`src/rtl/mux_scan_nx1.sv`:
```
`default_nettype none
// ============================================================================
//  Module   : mux_scan_nx1
//  Purpose  : N-channel, W-bit registered mux with direct select and an
//             optional round-robin auto-scan mode (enabled by MUX_SCAN_EN).
//  Revision : 1.0  initial release
// ============================================================================
module mux_scan_nx1 #(
    parameter int NCH   = 16,
    parameter int W     = 1,
    parameter int SW    = $clog2(NCH),
    parameter int DWELL = 1
) (
    input  logic               clk,
    input  logic               rst,
    input  logic [NCH*W-1:0]   i,
    input  logic [SW-1:0]      s,
    input  logic               mode,
    input  logic               en,
    input  logic [NCH-1:0]     ch_mask,
    output logic [W-1:0]       y,
    output logic [SW-1:0]      y_ch,
    output logic               y_valid,
    output logic               wrap
);

    typedef enum logic [1:0] {
        IDLE   = 2'd0,
        DIRECT = 2'd1,
        SCAN   = 2'd2
    } state_t;

    localparam logic [SW:0] c_nch = (SW+1)'(NCH);

    state_t         r_state, w_state_nxt;
    logic [W-1:0]   r_y, w_y_nxt;
    logic [SW-1:0]  r_y_ch, w_y_ch_nxt;
    logic           r_y_valid, w_y_valid_nxt;
    logic           r_wrap, w_wrap_nxt;

    function automatic logic [W-1:0] f_pick(input logic [NCH*W-1:0] data,
                                            input logic [SW-1:0]    idx);
        logic [W-1:0] sel;
        sel = '0;
        for (int k = 0; k < NCH; k++) begin
            if (idx == SW'(k)) sel = data[k*W +: W];
        end
        return sel;
    endfunction

`ifdef MUX_SCAN_EN
    localparam logic [7:0] c_dwell_last = 8'(DWELL - 1);

    logic [SW-1:0]  r_ptr, w_ptr_nxt;
    logic [7:0]     r_dwell, w_dwell_nxt;
    logic           r_wrapped, w_wrapped_nxt;
    logic           r_empty, w_empty_nxt;
    logic [SW-1:0]  w_lo, w_above;
    logic           w_lo_ok, w_above_ok;

    // Lowest enabled channel, and lowest enabled channel above the pointer.
    always_comb begin
        w_lo       = '0;
        w_lo_ok    = 1'b0;
        w_above    = '0;
        w_above_ok = 1'b0;
        for (int k = NCH-1; k >= 0; k--) begin
            if (ch_mask[k]) begin
                w_lo    = SW'(k);
                w_lo_ok = 1'b1;
                if (SW'(k) > r_ptr) begin
                    w_above    = SW'(k);
                    w_above_ok = 1'b1;
                end
            end
        end
    end
`else
    localparam int c_unused_dwell = DWELL;
    logic [NCH+2:0] w_unused_bits;
    assign w_unused_bits = {ch_mask, mode, r_state};
`endif

    always_comb begin
        w_state_nxt   = IDLE;
        w_y_nxt       = r_y;
        w_y_ch_nxt    = r_y_ch;
        w_y_valid_nxt = 1'b0;
        w_wrap_nxt    = 1'b0;
`ifdef MUX_SCAN_EN
        w_ptr_nxt     = '0;
        w_dwell_nxt   = '0;
        w_wrapped_nxt = 1'b0;
        w_empty_nxt   = 1'b0;
`endif
        if (!en) begin
            w_state_nxt = IDLE;
`ifdef MUX_SCAN_EN
        end else if (mode) begin
            w_state_nxt = SCAN;
            if (r_state != SCAN || r_empty || !w_lo_ok) begin
                // (Re)start the scan; with no channel enabled the pointer waits.
                w_ptr_nxt   = w_lo_ok ? w_lo : r_ptr;
                w_empty_nxt = !w_lo_ok;
            end else begin
                w_y_nxt       = f_pick(i, r_ptr);
                w_y_ch_nxt    = r_ptr;
                w_y_valid_nxt = ch_mask[r_ptr];
                w_wrap_nxt    = r_wrapped;
                if (!ch_mask[r_ptr] || r_dwell == c_dwell_last) begin
                    w_ptr_nxt     = w_above_ok ? w_above : w_lo;
                    w_wrapped_nxt = !w_above_ok;
                end else begin
                    w_ptr_nxt   = r_ptr;
                    w_dwell_nxt = r_dwell + 8'd1;
                end
            end
`endif
        end else begin
            w_state_nxt = DIRECT;
            w_y_ch_nxt  = s;
            if ({1'b0, s} < c_nch) begin
                w_y_nxt       = f_pick(i, s);
                w_y_valid_nxt = 1'b1;
            end else begin
                w_y_nxt = '0;
            end
        end
    end

    always_ff @(posedge clk or posedge rst) begin
        if (rst) begin
            r_state   <= IDLE;
            r_y       <= '0;
            r_y_ch    <= '0;
            r_y_valid <= 1'b0;
            r_wrap    <= 1'b0;
`ifdef MUX_SCAN_EN
            r_ptr     <= '0;
            r_dwell   <= '0;
            r_wrapped <= 1'b0;
            r_empty   <= 1'b0;
`endif
        end else begin
            r_state   <= w_state_nxt;
            r_y       <= w_y_nxt;
            r_y_ch    <= w_y_ch_nxt;
            r_y_valid <= w_y_valid_nxt;
            r_wrap    <= w_wrap_nxt;
`ifdef MUX_SCAN_EN
            r_ptr     <= w_ptr_nxt;
            r_dwell   <= w_dwell_nxt;
            r_wrapped <= w_wrapped_nxt;
            r_empty   <= w_empty_nxt;
`endif
        end
    end

    assign y       = r_y;
    assign y_ch    = r_y_ch;
    assign y_valid = r_y_valid;
    assign wrap    = r_wrap;

endmodule
`default_nettype wire

```
`config.mk`:
```
export PLATFORM = sky130hd
export DESIGN_NAME = mux_scan_nx1
export DESIGN_NICKNAME = d
export VERILOG_FILES = /design/src/rtl/mux_scan_nx1.sv
export SDC_FILE = /design/constraint.sdc
export NUM_CORES = 1
export LEC_CHECK = 0
export BUFFER_PORTS_ARGS = -buffer_cell sky130_fd_sc_hd__clkbuf_2
export CAP_MARGIN = 20
export CORE_UTILIZATION = 29
export CTS_BUF_LIST = sky130_fd_sc_hd__clkbuf_4 sky130_fd_sc_hd__clkbuf_8 sky130_fd_sc_hd__clkbuf_16
export DETAILED_ROUTE_END_ITERATION = 10
export GPL_ROUTABILITY_DRIVEN = 0
export GPL_TIMING_DRIVEN = 0
export HOLD_SLACK_MARGIN = 0.1
export PLACE_DENSITY = 0.72
export SLEW_MARGIN = 40
export SYNTH_ARGS = -nofsm -noshare
export SYNTH_HDL_FRONTEND = slang
export SYNTH_SLANG_ARGS = --single-unit
```
`constraint.sdc`:
```
create_clock -name clk -period 0.9 [get_ports clk]
set_input_delay 0.225 -clock clk [delete_from_list [all_inputs] [get_ports clk]]
set_output_delay 0.225 -clock clk [all_outputs]
set_load 0.01 [all_outputs]
```
==> results.sh, run 1 <==
export IMPL_vias=442
export IMPL_yosysWarnings=0
export IMPL_die_width_um=40.64
export IMPL_routed_via_density=4.857
export IMPL_cp_max_fo=3
export IMPL_dp_worst_setup_slack_ps=-480.6
export IMPL_grt_pass1_wl_mm=1.580
export IMPL_fillers=142
export IMPL_num_io_pins=47
export IMPL_ir_drop_mv=0.7669
export IMPL_multiInputGateArea_um2=246.5
export IMPL_synth_area_leaders="dfrtp_1, mux2_2, mux2i_1, mux4_1, buf_6"
export IMPL_crit_required_ps=1020
export IMPL_insertion_delay_ps=240
export IMPL_postSynthCellCount=44
export IMPL_setup_violations=7
export IMPL_cts_buffers=3
export IMPL_clk_path_buf_depth=2
export IMPL_ys_types=24
export IMPL_grt_total_usage_pct=15.28
export IMPL_power_density_nw_per_um2=1262
export IMPL_syn_avg_cell_area_um2=9.839
export IMPL_hold_class="primary input to flop"
export IMPL_period_needed_ps=1025
export IMPL_cts_htree_levels=1
export IMPL_critPathKind="primary input to flop"
export IMPL_grt_pass1_vias=381
export IMPL_rsz0062_at_grt="yes"
export IMPL_async_flop_share_pct=100.0
export IMPL_start_util_pct=32.07
export IMPL_wirelength_mm=1.086
export IMPL_dp_hpwl_um=813.4
export IMPL_yosys_area_top_type="dfrtp_1"
export IMPL_synth_top_area_share_pct=34.68
export IMPL_power_leakage_nw=0.3349
export IMPL_die_area_um2=1651
export IMPL_core_area_um2=1350
export IMPL_ant_nets=0
export IMPL_root_buffer="clkbuf_4"
export IMPL_cts_tree="done"
export IMPL_placed_cells=85
export IMPL_port_buffers=26
export IMPL_mappedNetlistArea_um2=432.9
export IMPL_drc=0
export IMPL_synth_seq_cells=6
export IMPL_synth_edf_count=0
export IMPL_yosysMostFrequentCell="dfrtp_1"
export IMPL_finalHoldViolCount=0
export IMPL_fmax_ghz=0.9759
export IMPL_path_common_cell="buf_8"
export IMPL_drive_gt1_share_pct=57.89
export IMPL_area_growth_pct=52.02
export IMPL_register_area_um2=150.1
export IMPL_yosys_top_cells_count="dfrtp_1, nand2_1"
export IMPL_post_drt_wl_per_cell_um=11.93
export IMPL_synth_seq_area_share_pct=34.68
export IMPL_cap_violations=0
export IMPL_critical_path_slowest_cell="mux4_2"
export IMPL_grt_overflow_total=0
export IMPL_outcome="complete, but fails checks"
export IMPL_worstPathCellList="buf_8 > buf_8 > mux4_2 > o211ai_1 > a21oi_1"
export IMPL_grt_max_degree=11
export IMPL_endpoint_kind="flop"
export IMPL_syn_nets=84
export IMPL_critPathMaxStageDelay_ps=470
export IMPL_dr_first_iter_drc_count=6
export IMPL_setup_ws_ps=-124.6
export IMPL_slew_viol_final=0
export IMPL_startpoint_type="primary input"
export IMPL_diodes=0
export IMPL_rows=13
export IMPL_cts_sinks=6
export IMPL_clk_pin_slew_ps=50
export IMPL_die_height_um=40.64
export IMPL_stdcell_count=91
export IMPL_ys_flop_type="dfrtp_1"
export IMPL_grt_antenna_before_repair=0
export IMPL_period_share_pct=113.8
export IMPL_nets=118
export IMPL_dr_pass1_iters=4
export IMPL_violations="negative setup slack"
export IMPL_fin_worst_skew_ps=0
export IMPL_cp_arrival_ps=1140
-- flip-flops by register name, summed over array words and instances, names as in the netlist --
signal   count
y_ch         4
y            1
y_valid      1
-- critical path: cells and delay by family --
| kind | cells | cell delay (ps) |
|---|---|---|
| muxes | 1 | 470 |
| buffers and inverters | 2 | 170 |
| AOI/OAI and AO/OA | 2 | 280 |
-- logic make-up after synthesis --
group | synth area share [%]
flip-flops | 34.68
AO/OA/AOI/OAI | 18.50
other | 0.8662
multiplexers | 20.81
buffers and inverters | 11.27
AND/OR/NAND/NOR | 13.87
-- path summary, 6_finish.rpt --
| kind | endpoint | depth (start not counted) | slack, ps | start |
|---|---|---|---|---|
| min reg2reg | y_ch[3]$_DFFE_PP0P_ | 1 | 500 | y_ch[3]$_DFFE_PP0P_ |
| min in group asynchronous | y_ch[3]$_DFFE_PP0P_ | 3 | 440 | rst |
| max reg2reg | y$_DFFE_PP0P_ | 4 | -90 | y$_DFFE_PP0P_ |
| max in group asynchronous | y$_DFFE_PP0P_ | 3 | 270 | rst |
| min | y_valid$_DFF_PP0_ | 1 | 100 | en |
| max | y$_DFFE_PP0P_ | 5 | -120 | s[1] |
-- cell usage in the layout (no fill, tap or decap), drive strengths merged, types with 2 or more instances in the layout --
cell type | netlist | final
buf | 3 | 7
clkbuf | 2 | 29
nor2 | 3 | 3
dfrtp | 6 | 6
mux2i | 3 | 3
nand2 | 4 | 4
inv | 3 | 3
o211ai | 2 | 2
or2b | 2 | 2
mux2 | 3 | 3
-- per-stage QoR --
stage / hold slack [ps] / setup TNS, ps / utilization [%] / area (um^2) / power, W
final: 104.1 / -480.0 / 48.75 / 658.1 / 0.0008306
after CTS: 100.3 / -533.6 / 47.36 / 639.4 / 0.0008244
after global routing: 102.3 / -703.7 / 48.75 / 658.1 / 0.0008738
after floorplan: 15.96 / -271.1 / - / 434.2 / 0.0004572
after global placement: 119.1 / -603.3 / 43.19 / 583.1 / 0.0005460
after detailed placement: 126.1 / -702.6 / 43.19 / 583.1 / 0.0005536
-- timing repair --
item | 4_1_cts | 5_1_grt
hold buffers | 1 | 0
gates resized for setup | 1 | 7
buffers inserted | 2 | 0
pin swaps | 2 | 3
endpoints found under the hold margin | 6 | 0
endpoints found under the setup margin | 7 | 7
-- area by class of cell --
| type | instances | area share [%] |
|---|---|---|
| multi-input cells | 30 | 37.45 |
| clock buffers | 3 | 3.422 |
| well taps | 15 | 2.852 |
| repair buffers | 29 | 25.10 |
| inverters | 3 | 1.711 |
| flip-flops and latches | 6 | 22.81 |
| plain buffers | 5 | 6.654 |
-- layer usage --
metal  up-vias  track usage, %  wire length, um
met3         2           3.261               58
met5         -               0                0
met2        21           23.02              534
li1        222               -                -
met4         0           10.00               12
met1       197           19.53              480
-- report_power, final --
| part | total [W] | switching, W | internal, W | leakage [nW] |
|---|---|---|---|---|
| Combinational | 0.000272 | 0.000121 | 0.000150 | 0.250 |
| Clock | 0.000245 | 0.0000945 | 0.000151 | 0.0138 |
| Sequential | 0.000314 | 0.0000148 | 0.000299 | 0.0712 |
Power figures use the tool's default switching activity.
==> run 2, diff against run 1 <==
TNS_END_PERCENT = 30   (was unset)
==> run 2 against run 1 <==
Against the previous run: the run still ends with negative setup slack left; first-iteration DRC count fell by 67%; critical path depth did not move; sequential share of layout area fell by 0.086 points; critical endpoint unchanged; highest routed layer unchanged.
==> results.sh, run 2 (synthesis gave the netlist of run 1 again) <==
export IMPL_outcome="complete, but fails checks"
export IMPL_violations="negative setup slack"
export IMPL_post_drt_wl_per_cell_um=11.67
export IMPL_rows=13
export IMPL_r2r_cells=4
export IMPL_power_leakage_nw=0.3344
export IMPL_insertion_delay_ps=250
export IMPL_cts_buffers=3
export IMPL_register_area_um2=150.1
export IMPL_startpoint="s[1]"
export IMPL_core_area_um2=1350
export IMPL_largest_reg_flops=4
export IMPL_die_height_um=40.64
export IMPL_final_cell_mix="clkbuf_2, dfrtp_1, nand2_1"
export IMPL_wirelength_mm=1.074
export IMPL_dp_worst_setup_slack_ps=-479.9
export IMPL_layout_commonest_cell="clkbuf_2"
export IMPL_dp_hpwl_um=793.8
export IMPL_cts_tree="done"
export IMPL_cts_htree_levels=1
export IMPL_cap_violations=0
export IMPL_drc=0
export IMPL_critPathCapture="y$_DFFE_PP0P_"
export IMPL_crit_required_ps=1030
export IMPL_grt_overflow_total=0
export IMPL_period_needed_ps=1038
export IMPL_power_density_nw_per_um2=1247
export IMPL_grt_max_degree=11
export IMPL_port_buffers=26
export IMPL_grt_pass1_vias=406
export IMPL_setup_violations=7
export IMPL_cp_max_fo=3
export IMPL_endpoint_kind="flop"
export IMPL_num_io_pins=47
export IMPL_ff2ff_setup_slack_ps=-80
export IMPL_fillers=138
export IMPL_start_util_pct=32.07
export IMPL_drive_gt1_share_pct=54.55
export IMPL_vias=443
export IMPL_setup_ws_ps=-138.4
export IMPL_hold_class="primary input to flop"
export IMPL_nets=119
export IMPL_clk_pin_slew_ps=50
export IMPL_crit_reg2reg_launch="y$_DFFE_PP0P_"
export IMPL_ant_nets=0
export IMPL_fin_worst_skew_ps=0
export IMPL_period_share_pct=115.4
export IMPL_diodes=0
export IMPL_root_buffer="clkbuf_4"
export IMPL_grt_antenna_before_repair=0
export IMPL_dr_first_iter_drc_count=2
export IMPL_grt_total_usage_pct=15.46
export IMPL_cts_sinks=6
export IMPL_finalHoldViolCount=0
export IMPL_reg2reg_to="y$_DFFE_PP0P_"
export IMPL_fmax_ghz=0.9630
export IMPL_placed_cells=85
export IMPL_rsz0062_at_grt="yes"
export IMPL_grt_pass1_wl_mm=1.545
export IMPL_cp_arrival_ps=1170
export IMPL_ir_drop_mv=0.8259
export IMPL_area_growth_pct=52.60
export IMPL_die_width_um=40.64
export IMPL_dr_pass1_iters=2
export IMPL_routed_via_density=4.815
export IMPL_stdcell_count=92
export IMPL_startpoint_type="primary input"
export IMPL_die_area_um2=1651
export IMPL_clk_path_buf_depth=2
export IMPL_multiInputGateArea_um2=241.5
export IMPL_critPathKind="primary input to flop"
export IMPL_slew_viol_final=0
==> run 2: worst min path at each step <==
| stage | slack, ps | cells after the start | to | start |
|---|---|---|---|---|
| global route | 280 | 2 | y_ch[2]$_DFFE_PP0P_ | s[2] |
| global placement | 120 | 2 | y_ch[1]$_DFFE_PP0P_ | rst |
| floorplan | 20 | 1 | y$_DFFE_PP0P_ | rst |
| CTS | 280 | 2 | y_ch[2]$_DFFE_PP0P_ | s[2] |
| finish | 280 | 2 | y_ch[2]$_DFFE_PP0P_ | s[2] |
| detailed placement | 130 | 2 | y_valid$_DFF_PP0_ | rst |
==> run 2: report_power, final <==
| group | internal, W | switching [W] | leakage [nW] |
|---|---|---|---|
| Clock | 0.000151 | 0.000101 | 0.0138 |
| Combinational | 0.000142 | 0.000115 | 0.249 |
| Sequential | 0.000299 | 0.0000151 | 0.0712 |
==> run 2: what timing repair did <==
item                                    4_1_cts  5_1_grt
endpoints found under the setup margin        7        7
pin swaps                                     2        1
buffers inserted                              2        0
hold buffers                                  2        0
endpoints found under the hold margin         7        0
gates resized for setup                       2        3
==> run 2: area by class of cell <==
type | count | area share, %
inverters | 3 | 1.705
well taps | 15 | 2.841
repair buffers | 30 | 26.33
clock buffers | 3 | 3.409
plain buffers | 5 | 6.439
flip-flops and latches | 6 | 22.73
multi-input cells | 30 | 36.55
==> run 2: critical path, cell delays in order <==
cell	delay, ps
clkbuf_8	100
buf_8	90
mux4_2	480
o211ai_1	180
a21oi_1	90
==> run 2: routing by layer <==
layer / vias to the layer above / global-route usage (%) / routed length, um
li1: 223 / - / -
met1: 198 / 15.02 / 437
met2: 18 / 26.59 / 530
met3: 4 / 6.522 / 81
met4: 0 / 10.00 / 24
met5: - / 0 / 0
==> run 2: metrics by stage <==
stage	total power (W)	hold slack (ps)	TNS, ps	utilization [%]	area [um^2]
6_report	0.0008236	284.5	-545.2	48.93	660.6
3_3_place_gp	0.0005455	122.5	-939.8	43.10	581.8
4_1_cts	0.0008293	275.5	-593.3	48.10	649.4
2_1_floorplan	0.0004565	15.96	-274.9	-	432.9
3_5_place_dp	0.0005523	125.8	-984.2	43.10	581.8
5_1_grt	0.0008804	281.2	-794.2	48.93	660.6
==> run 3, diff against run 2 <==
CORE_UTILIZATION = 32   (was 29)
PLACE_DENSITY = 0.75   (was 0.72)
clock period = 1.19 ns   (was 0.9 ns; I/O delays follow)
==> run 3 against run 2 <==
Against the previous run: the flow now finishes without violations; register-to-register slack better by 280 ps; flip-flop and latch count unchanged; setup slack better by 190 ps; via count up 0.23%; hold slack worse by 10 ps; utilization up 4.3 points; first-iteration DRC count unchanged; clock-buffer cell count unchanged; clock power down 23%; wire length down 5.0%; critical path depth unchanged; largest cell class unchanged.
==> results.sh, run 3 (synthesis gave the netlist of run 1 again) <==
export IMPL_use_met3_pct=3.468
export IMPL_cap_violations=0
export IMPL_grt_antenna_before_repair=0
export IMPL_power_density_nw_per_um2=975.2
export IMPL_path_delay_family="multiplexers"
export IMPL_combPwrFrac_pct=29.7
export IMPL_root_buffer="clkbuf_4"
export IMPL_path_buf_inv=2
export IMPL_net_switching_power_w=0.0001742
export IMPL_period_needed_ps=1143
export IMPL_cts_htree_levels=1
export IMPL_critical_path_slowest_cell="mux4_2"
export IMPL_grt_max_degree=11
export IMPL_dr_first_iter_drc_count=2
export IMPL_clk_pin_slew_ps=50
export IMPL_die_area_um2=1504
export IMPL_cts_tree="done"
export IMPL_grt_overflow_total=0
export IMPL_power_switching_share_pct=28.28
export IMPL_outcome="complete, no violations"
export IMPL_cp_arrival_ps=1270
export IMPL_start_util_pct=36.50
export IMPL_finalHoldViolCount=0
export IMPL_dp_hpwl_um=777
export IMPL_crit_reg2reg_launch="y$_DFFE_PP0P_"
export IMPL_num_io_pins=47
export IMPL_area_growth_pct=45.95
export IMPL_met1_usage_pct=17.82
export IMPL_finalPower_w=0.0006162
export IMPL_drc=0
export IMPL_critPathMaxStageDelay_ps=490
export IMPL_slew_viol_final=0
export IMPL_period_share_pct=96.04
export IMPL_nets=118
export IMPL_vias=444
export IMPL_hold_class="primary input to flop"
export IMPL_port_buffers=26
export IMPL_layout_commonest_cell="clkbuf_2"
export IMPL_use_met2_pct=22.92
export IMPL_endpoint_kind="flop"
export IMPL_r2r_cells=4
export IMPL_fmax_ghz=0.8750
export IMPL_internal_power_w=0.0004420
export IMPL_clk_path_buf_depth=2
export IMPL_pwr_share_seq_pct=38.7
export IMPL_insertion_delay_ps=250
export IMPL_startpoint_type="primary input"
export IMPL_fillers=114
export IMPL_die_width_um=38.78
export IMPL_worst_path_stages=5
export IMPL_grt_pass1_vias=375
export IMPL_diodes=0
export IMPL_wirelength_mm=1.020
export IMPL_die_height_um=38.78
export IMPL_critPathKind="primary input to flop"
export IMPL_grt_pass1_wl_mm=1.455
export IMPL_register_area_um2=150.1
export IMPL_dr_pass1_iters=2
export IMPL_drive_gt1_share_pct=52.63
export IMPL_power_leakage_nw=0.3251
export IMPL_largest_reg_flops=4
export IMPL_setup_ws_ps=47.15
export IMPL_crit_required_ps=1320
export IMPL_grt_total_usage_pct=15.17
export IMPL_ff2ff_setup_slack_ps=200
export IMPL_multiInputGateArea_um2=230.2
export IMPL_clkPwrFrac_pct=31.6
export IMPL_setup_violations=0
export IMPL_startpoint="s[1]"
export IMPL_ant_nets=0
export IMPL_rsz0062_at_grt="no"
export IMPL_reg2reg_to="y$_DFFE_PP0P_"
export IMPL_top_usage_layer="met2"
export IMPL_post_drt_wl_per_cell_um=11.33
export IMPL_routed_via_density=4.933
export IMPL_core_area_um2=1186
export IMPL_dp_worst_setup_slack_ps=-252.5
export IMPL_fin_worst_skew_ps=0
export IMPL_worstPathCellList="clkbuf_2 > buf_8 > mux4_2 > o211ai_1 > a21oi_1"
export IMPL_rows=12
export IMPL_fin_tns_setup_ps=0
export IMPL_final_cell_mix="clkbuf_2, dfrtp_1, nand2_1, buf_4"
export IMPL_final_util_pct=53.27
export IMPL_ir_drop_mv=0.6322
export IMPL_cts_sinks=6
export IMPL_cts_buffers=3
export IMPL_critPathCapture="y$_DFFE_PP0P_"
export IMPL_cp_max_fo=6
[run 3: changes by cell type in the layout (fill, tap and decap cells not counted), sizes merged]
| cell | previous run | this run |
|---|---|---|
| dlygate4sd3 | 2 | 1 |
[run 3: worst register-to-register path: stages (launching register included)]
cell	delay (ps)
dfrtp_1	390
inv_1	60
o22ai_1	100
o31ai_1	250
a21oi_1	70
[run 3: power groups by stage]
stage                     registers [W]  logic (W)  clock network [W]
after floorplan                0.000251  0.0000944                  0
after global placement         0.000240   0.000172                  0
after detailed placement       0.000242   0.000174                  0
after CTS                      0.000239   0.000177           0.000202
after global routing           0.000241   0.000200           0.000208
final                          0.000239   0.000183           0.000195
[run 3: cell type report]
cell class,count,share of cell area [%]
Multi-Input combinational cell,30,36.44
Timing Repair Buffer,30,25.74
Sequential cell,6,23.76
Buffer,4,5.941
Clock buffer,3,3.564
Tap cell,14,2.772
Inverter,3,1.782
[run 3: metrics by stage]
stage               area, um^2  cells  hold WS [ps]
finish                   631.9     90         274.1
global route             631.9     90         283.1
CTS                      613.1     88         161.4
detailed placement       580.6     84         203.5
global placement         580.6     84         191.3
floorplan                432.9     44         88.46
[run 3: how the worst min path moves through the flow]
stage / from / endpoint / slack, ps / cells past startpoint
global placement: rst / y_ch[1]$_DFFE_PP0P_ / 190 / 2
detailed placement: rst / y_ch[2]$_DFFE_PP0P_ / 200 / 2
finish: en / y_valid$_DFF_PP0_ / 270 / 1
global route: en / y_valid$_DFF_PP0_ / 280 / 1
CTS: en / y_valid$_DFF_PP0_ / 160 / 1
floorplan: rst / y$_DFFE_PP0P_ / 90 / 1
[run 3: what timing repair did]
item,in CTS,in global routing
hold buffers,1,0
buffers inserted,0,3
hold endpoints to repair,6,0
setup endpoints to repair,0,1
resized for setup,0,0
[run 3: per-layer routing]
metal	wire, um	vias to the layer above	share of wire [%]
li1	-	224	-
met5	0	-	0
met1	431	198	42
met4	30	0	2.9
met3	67	4	6.6
met2	491	18	48
